## src/rtl/seg7_scan_driver.sv

```systemverilog
// seg7_scan_driver: six-digit time-multiplexed 7-seg driver with per-frame snapshots and game-over blink of the points.
// Define SEG7_SCAN_LZB_EN to blank leading zeros of the points hundreds/tens digits.
module seg7_scan_driver #(
  parameter int SCAN_DIV  = 1000,
  parameter int BLINK_DIV = 64
) (
  input  logic       clk,
  input  logic       rst,
  input  logic [6:0] seg7_level,
  input  logic [6:0] seg7_timer_1,
  input  logic [6:0] seg7_timer_0,
  input  logic [6:0] seg7_points_2,
  input  logic [6:0] seg7_points_1,
  input  logic [6:0] seg7_points_0,
  input  logic       done,
  output logic [6:0] seg_out,
  output logic [5:0] dig_sel,
  output logic       frame_tick
);
  localparam int PW = SCAN_DIV > 1 ? $clog2(SCAN_DIV) : 1;
  localparam int BW = BLINK_DIV > 1 ? $clog2(BLINK_DIV) : 1;
  localparam logic [6:0] ZERO = 7'b0111111;
  logic [PW-1:0] pre_q, pre_d;
  logic [2:0] idx_q, idx_d;
  logic [5:0][6:0] snap_q, snap_d, live;
  logic dl_q, dl_d, blink_on_q, blink_on_d;
  logic [BW-1:0] blink_cnt_q, blink_cnt_d;
  logic [6:0] seg_out_q, pat;
  logic [5:0] dig_sel_q, dig_sel_d;
  logic frame_tick_q;
  logic pre_end, wrap, blink_last, blank_blink, blank_lz;
  assign live = {seg7_points_0, seg7_points_1, seg7_points_2, seg7_timer_0, seg7_timer_1, seg7_level};
  assign seg_out = seg_out_q;
  assign dig_sel = dig_sel_q;
  assign frame_tick = frame_tick_q;
  always_comb begin
    pre_end = pre_q == PW'(SCAN_DIV - 1);
    wrap = pre_end && idx_q == 3'd5;
    pre_d = pre_end ? '0 : pre_q + PW'(1);
    idx_d = !pre_end ? idx_q : (idx_q == 3'd5 ? 3'd0 : idx_q + 3'd1);
    snap_d = wrap ? live : snap_q;
    // the latch clears once a restart has reloaded the timer tens digit away from '0'
    dl_d = done | (dl_q & (snap_q[1] == ZERO));
    blink_last = blink_cnt_q == BW'(BLINK_DIV - 1);
    blink_cnt_d = !dl_q ? '0 : !wrap ? blink_cnt_q : blink_last ? '0 : blink_cnt_q + BW'(1);
    blink_on_d = !dl_q ? 1'b1 : (wrap && blink_last) ? ~blink_on_q : blink_on_q;
    blank_blink = idx_q >= 3'd3 && dl_q && !blink_on_q;
`ifdef SEG7_SCAN_LZB_EN
    blank_lz = (idx_q == 3'd3 && snap_q[3] == ZERO) ||
               (idx_q == 3'd4 && snap_q[3] == ZERO && snap_q[4] == ZERO);
`else
    blank_lz = 1'b0;
`endif
    pat = (blank_blink || blank_lz) ? 7'd0 : snap_q[idx_q];
    dig_sel_d = 6'b000001 << idx_q;
  end
  always_ff @(posedge clk) begin
    if (rst) begin
      pre_q <= '0;
      idx_q <= '0;
      snap_q <= '0;
      dl_q <= 1'b0;
      blink_cnt_q <= '0;
      blink_on_q <= 1'b1;
      seg_out_q <= '0;
      dig_sel_q <= 6'b000001;
      frame_tick_q <= 1'b0;
    end else begin
      pre_q <= pre_d;
      idx_q <= idx_d;
      snap_q <= snap_d;
      dl_q <= dl_d;
      blink_cnt_q <= blink_cnt_d;
      blink_on_q <= blink_on_d;
      seg_out_q <= pat;
      dig_sel_q <= dig_sel_d;
      frame_tick_q <= wrap;
    end
  end
endmodule
```

## config.mk

```make
export PLATFORM = sky130hd
export DESIGN_NAME = seg7_scan_driver
export DESIGN_NICKNAME = d
export VERILOG_FILES = /design/src/rtl/seg7_scan_driver.sv
export SDC_FILE = /design/constraint.sdc
export NUM_CORES = 1
export LEC_CHECK = 0
export CAP_MARGIN = 10
export CORE_MARGIN = 3
export CORE_UTILIZATION = 35
export CTS_CLUSTER_DIAMETER = 100
export DETAILED_ROUTE_END_ITERATION = 7
export PLACE_DENSITY = 0.67
export RECOVER_POWER = 50
export REMOVE_ABC_BUFFERS = 1
export SETUP_SLACK_MARGIN = 0.15
export SYNTH_ARGS = -nofsm -noshare
export SYNTH_HDL_FRONTEND = slang
export SYNTH_SLANG_ARGS = --single-unit
```

## constraint.sdc

```tcl
create_clock -name clk -period 3.65 [get_ports clk]
set_clock_uncertainty 0.2 [all_clocks]
set_input_delay 0.365 -clock clk [delete_from_list [all_inputs] [get_ports clk]]
set_output_delay 0.365 -clock clk [all_outputs]
set_load 0.02 [all_outputs]
```

; Word level (Yosys, flattened, before mapping)
; Index checks and enable logic that the tools add are counted.
[totals]
regBits = 77
[op_classes]
n_shift = 1
bitwise_logic = 4
mux = 4
eq_ne = 4
magnitude_cmp = 2
reduce_logical = 8
addsub = 3
[ops]
columns = cell, count
row1 = binary-select mux 7 bit (select 3 bit), 1
row2 = adder 10 x 1 -> 10 bit (second input constant), 1
row3 = equality test 10 bit (second input constant), 1
row4 = equality test 7 x 6 -> 1 bit (second input constant), 1
row5 = two-way mux 7 bit, 1
row6 = adder 6 x 1 -> 6 bit (second input constant), 1
row7 = equality test 6 bit (second input constant), 1
row8 = two-way mux 6 bit, 1
row9 = OR reduction 2 bit, 3
row10 = left shift 1 x 3 -> 6 bit (first input constant), 1
row11 = logical AND 1 bit, 4
row12 = < comparator 3 x 4 -> 1 bit (second input constant), 1
row13 = adder 3 x 1 -> 3 bit (second input constant), 1
row14 = equality test 3 bit (second input constant), 1
row15 = greater-or-equal comparator 3 x 2 -> 1 bit (second input constant), 1
row16 = two-way mux 3 bit, 1
row17 = NOT 1 bit, 2
row18 = AND 1 bit, 1
row19 = logical NOT 1 bit, 1
row20 = OR 1 bit, 1

; Logic depth before layout (Yosys ltp)
[depth]
ltp_word = 4
mapped_depth = 7
depth_no_buf = 5

; Worst setup path after synthesis
; OpenSTA, ideal clock, no wires.
[synth_timing]
path_kind = register to register
startpoint = reg pre_q[0]
endpoint = reg snap_q[14] (netlist name)
path_buffers = 2
slack_ns = 1.516
synth_period_minus_slack_ns = 2.134
setup_ns = 0.132
t_required_ns = 3.318
arrival_time_ns = 1.801
path_stages_with_launch = 8
cell_sequence = dfxtp_1 > ha_1 > nand4_2 > or4_4 > clkbuf_1 > clkbuf_1 > nand2_1 > a21oi_1
[synth_via]
elab_chain_cells = 2
[synth_rtl]
columns = element, line_no
row1 = "start, declared", 23  ; logic [PW-1:0] pre_q, pre_d;
row2 = "start signal, assigned", 69  ; pre_q <= pre_d;
row3 = equality test 10 bit, 37  ; pre_end = pre_q == PW'(SCAN_DIV - 1);
row4 = logical AND 1 bit, 38  ; wrap = pre_end && idx_q == 3'd5;
row5 = "end signal, assigned", 71  ; snap_q <= snap_d;
row6 = "end, declared", 25  ; logic [5:0][6:0] snap_q, snap_d, live;
; Every way passes these cells.
; A chain may end at the register's enable or synchronous reset.

; Final worst setup path
[layout_timing]
startpoint = in rst
endpoint = reg blink_cnt_q[5]
[layout_via]
elab_chain_cells = 1
[layout_rtl]
columns = element, line_no
row1 = "start, declared", 8  ; input logic rst,
row2 = OR reduction 2 bit (no line), -
row3 = "end signal, assigned", 73  ; blink_cnt_q <= blink_cnt_d;
row4 = "end, declared", 27  ; logic [BW-1:0] blink_cnt_q, blink_cnt_d;
; Every way passes these cells.

==> results.json <==
{
  "overflow": 0,
  "htree_num_levels": 3,
  "fmax_mhz": 368,
  "ant_nets": 0,
  "async_reset_ff_share_pct": 0,
  "place.gp.congestion": 0.757,
  "io-pin-count": 59,
  "grt_use_met1_pct": 17.9,
  "io_buffer_count": 58,
  "die_h_um": 99.6,
  "clockBufferDepth": 2,
  "drtIter0Drc": 113,
  "cp-end-kind": "flop",
  "grtUsageMet2_pct": 23.3,
  "grtUsageMet3_pct": 2.66,
  "dp_slack_ns": 1.05,
  "p_int_mw": 1.23,
  "dieArea_um2": 9930,
  "post_cts_buffers": 0,
  "rows": 33,
  "hold_violations": 0,
  "synthTopCellsByArea": "dfxtp_1 (50%), nand2_1 (11%), a21oi_1 (8.3%), mux4_2 (5.1%), nor2_1 (3.3%)",
  "final_util_pct": 46.8,
  "worst-setup-path-type": "in -> reg",
  "p_seq_share_pct": 53.6,
  "cts_resized": 0,
  "violations": "capacitance limit, slew limit",
  "ir_drop_mv": 0.210,
  "postSynthCellCount": 353,
  "power.share.switching_pct": 22.2,
  "worst-path-max-fanout": 54,
  "fin_crit_sh_pct": 74.5,
  "syn2layout_area_growth_pct": 27.8,
  "synth_seq_area_share_pct": 50.2,
  "grt_use_total_pct": 14.2,
  "postCtsHoldBufs": 0,
  "synth_top_area_share_pct": 50.2,
  "insertion_delay_ns": 0.35,
  "slew_headroom_pct": -54.1,
  "critPathLaunchType": "primary input",
  "wl_um": 6810,
  "cts-root-buf": "clkbuf_8",
  "avgSynthCellArea_um2": 8.69,
  "synth_seq_cells": 77,
  "top_usage_layer": "met2",
  "tightest_slew_ns": 2.31,
  "hp-class": "reg -> reg",
  "synth_top_flop_cell": "dfxtp_1",
  "nets": 452,
  "synth_cell_types": 39,
  "drive_above_1_share_pct": 8.80,
  "syn_area_um2": 3070,
  "core_area_um2": 8380,
  "antenna_found_initial": 0,
  "diodes": 0,
  "worst_slack_ns": 0.930,
  "pwr-share-clk_pct": 42.1,
  "dp_hpwl_um": 4600,
  "setup_viol": 0,
  "clk_pin_slew_ns": 0.08,
  "wl_per_cell_um": 13.3,
  "final_cell_mix": "nand2_1 (94), dfxtp_1 (77), a21oi_1 (51)",
  "slew_violations": 55,
  "final_common_cell": "nand2_1",
  "p_comb_share_pct": 4.3,
  "initial_utilization_pct": 36.6,
  "cts_tree": "yes",
  "drv_cap": 1,
  "yosysWarnings": 0,
  "drc": 0,
  "power_density_nw_per_um2": 402,
  "cts-buffers-inserted": 9,
  "required_ns": 3.66,
  "via_count": 2571,
  "p_sw_uw": 350,
  "yosysTopAreaCell": "dfxtp_1",
  "leakagePower_nw": 1.33,
  "grt_max_degree": 55,
  "cts_sinks": 77,
  "rsz0062_at_grt": "false",
  "grt_pass1_wl_um": 11300,
  "die_w_um": 99.6,
  "synth_edf_count": 0,
  "drt-pass1-iter-count": 4,
  "cp.arrival_ns": 2.73,
  "vias_per_cell": 5.00,
  "min_period_ns": 2.72,
  "grt_pass1_vias": 2438,
  "run_status": "complete, but fails checks"
}
==> cell type report <==
cell class,instances,area (µm²)
clock buffer,10,138
timing repair buffer,60,589
sequential,77,1540
multi-input combinational,250,1430
clock inverter,6,70.1
inverter,6,22.5
tap,105,131
fill,801,4460
==> path summary, 6_finish.rpt <==
check              from        endpoint  slack [ns]  depth (start not counted)
max                 rst  blink_cnt_q[5]        0.93                          4
min          snap_q[23]      snap_q[23]        0.25                          2
max reg2reg    pre_q[0]  blink_cnt_q[4]        0.98                          5
min reg2reg  snap_q[23]      snap_q[23]        0.25                          2
==> cells in the mapped netlist (3+ instances only) <==
master     n
a21oi_1   51
a22oi_1    7
clkbuf_1  17
dfxtp_1   77
ha_1       3
inv_1      6
mux2_2     7
mux4_2     7
nand2_1   94
nand3_1    7
nand4_1    3
nor2_1    27
nor3_1     3
or3_1      3
xnor2_1    6
xor2_1     3
==> per-layer routing <==
| layer | routed length [µm] | up-vias |
|---|---|---|
| met5 | 0 | - |
| met4 | 88 | 0 |
| met3 | 316 | 7 |
| met2 | 3310 | 51 |
| met1 | 3090 | 1206 |
| li1 | - | 1307 |
==> worst max-delay path, cell delays in order <==
cell	delay, ns
clkbuf_1	1.61
inv_1	0.30
nand2_1	0.35
a211oi_1	0.07
==> state kept, by name, indices dropped and copies added (netlist names) <==
| signal | flops |
|---|---|
| snap_q | 42 |
| pre_q | 10 |
| dl_q | 1 |
| idx_q | 3 |
| dig_sel | 6 |
| seg_out | 7 |
| blink_on_q | 1 |
| frame_tick | 1 |
| blink_cnt_q | 6 |
==> power groups by stage <==
stage | clock network [mW] | logic (mW) | registers [mW]
floorplan | 0 | 0.00986 | 0.865
global placement | 0 | 0.0680 | 0.865
detailed placement | 0 | 0.0686 | 0.865
CTS | 0.682 | 0.0690 | 0.846
global route | 0.710 | 0.0736 | 0.846
finish | 0.664 | 0.0681 | 0.845
==> stage by stage <==
| step | std cells | area, µm² | hold WS (ns) | setup TNS, ns | power, mW |
|---|---|---|---|---|---|
| floorplan | 333 | 2990 | 0.218 | -0.214 | 0.875 |
| global placement | 498 | 3720 | 0.231 | 0 | 0.933 |
| detailed placement | 498 | 3720 | 0.240 | 0 | 0.934 |
| CTS | 514 | 3930 | 0.254 | 0 | 1.60 |
| global route | 514 | 3920 | 0.272 | 0 | 1.63 |
| finish | 514 | 3920 | 0.251 | 0 | 1.58 |
==> logic make-up after synthesis <==
family / share of synthesized area, %
compound gates: 12.1
xor+xnor: 2.57
fa+ha+maj: 1.22
buf+inv: 3.26
flops: 50.2
mux: 7.70
simple gates: 22.9
Power figures use the tool's default switching activity.
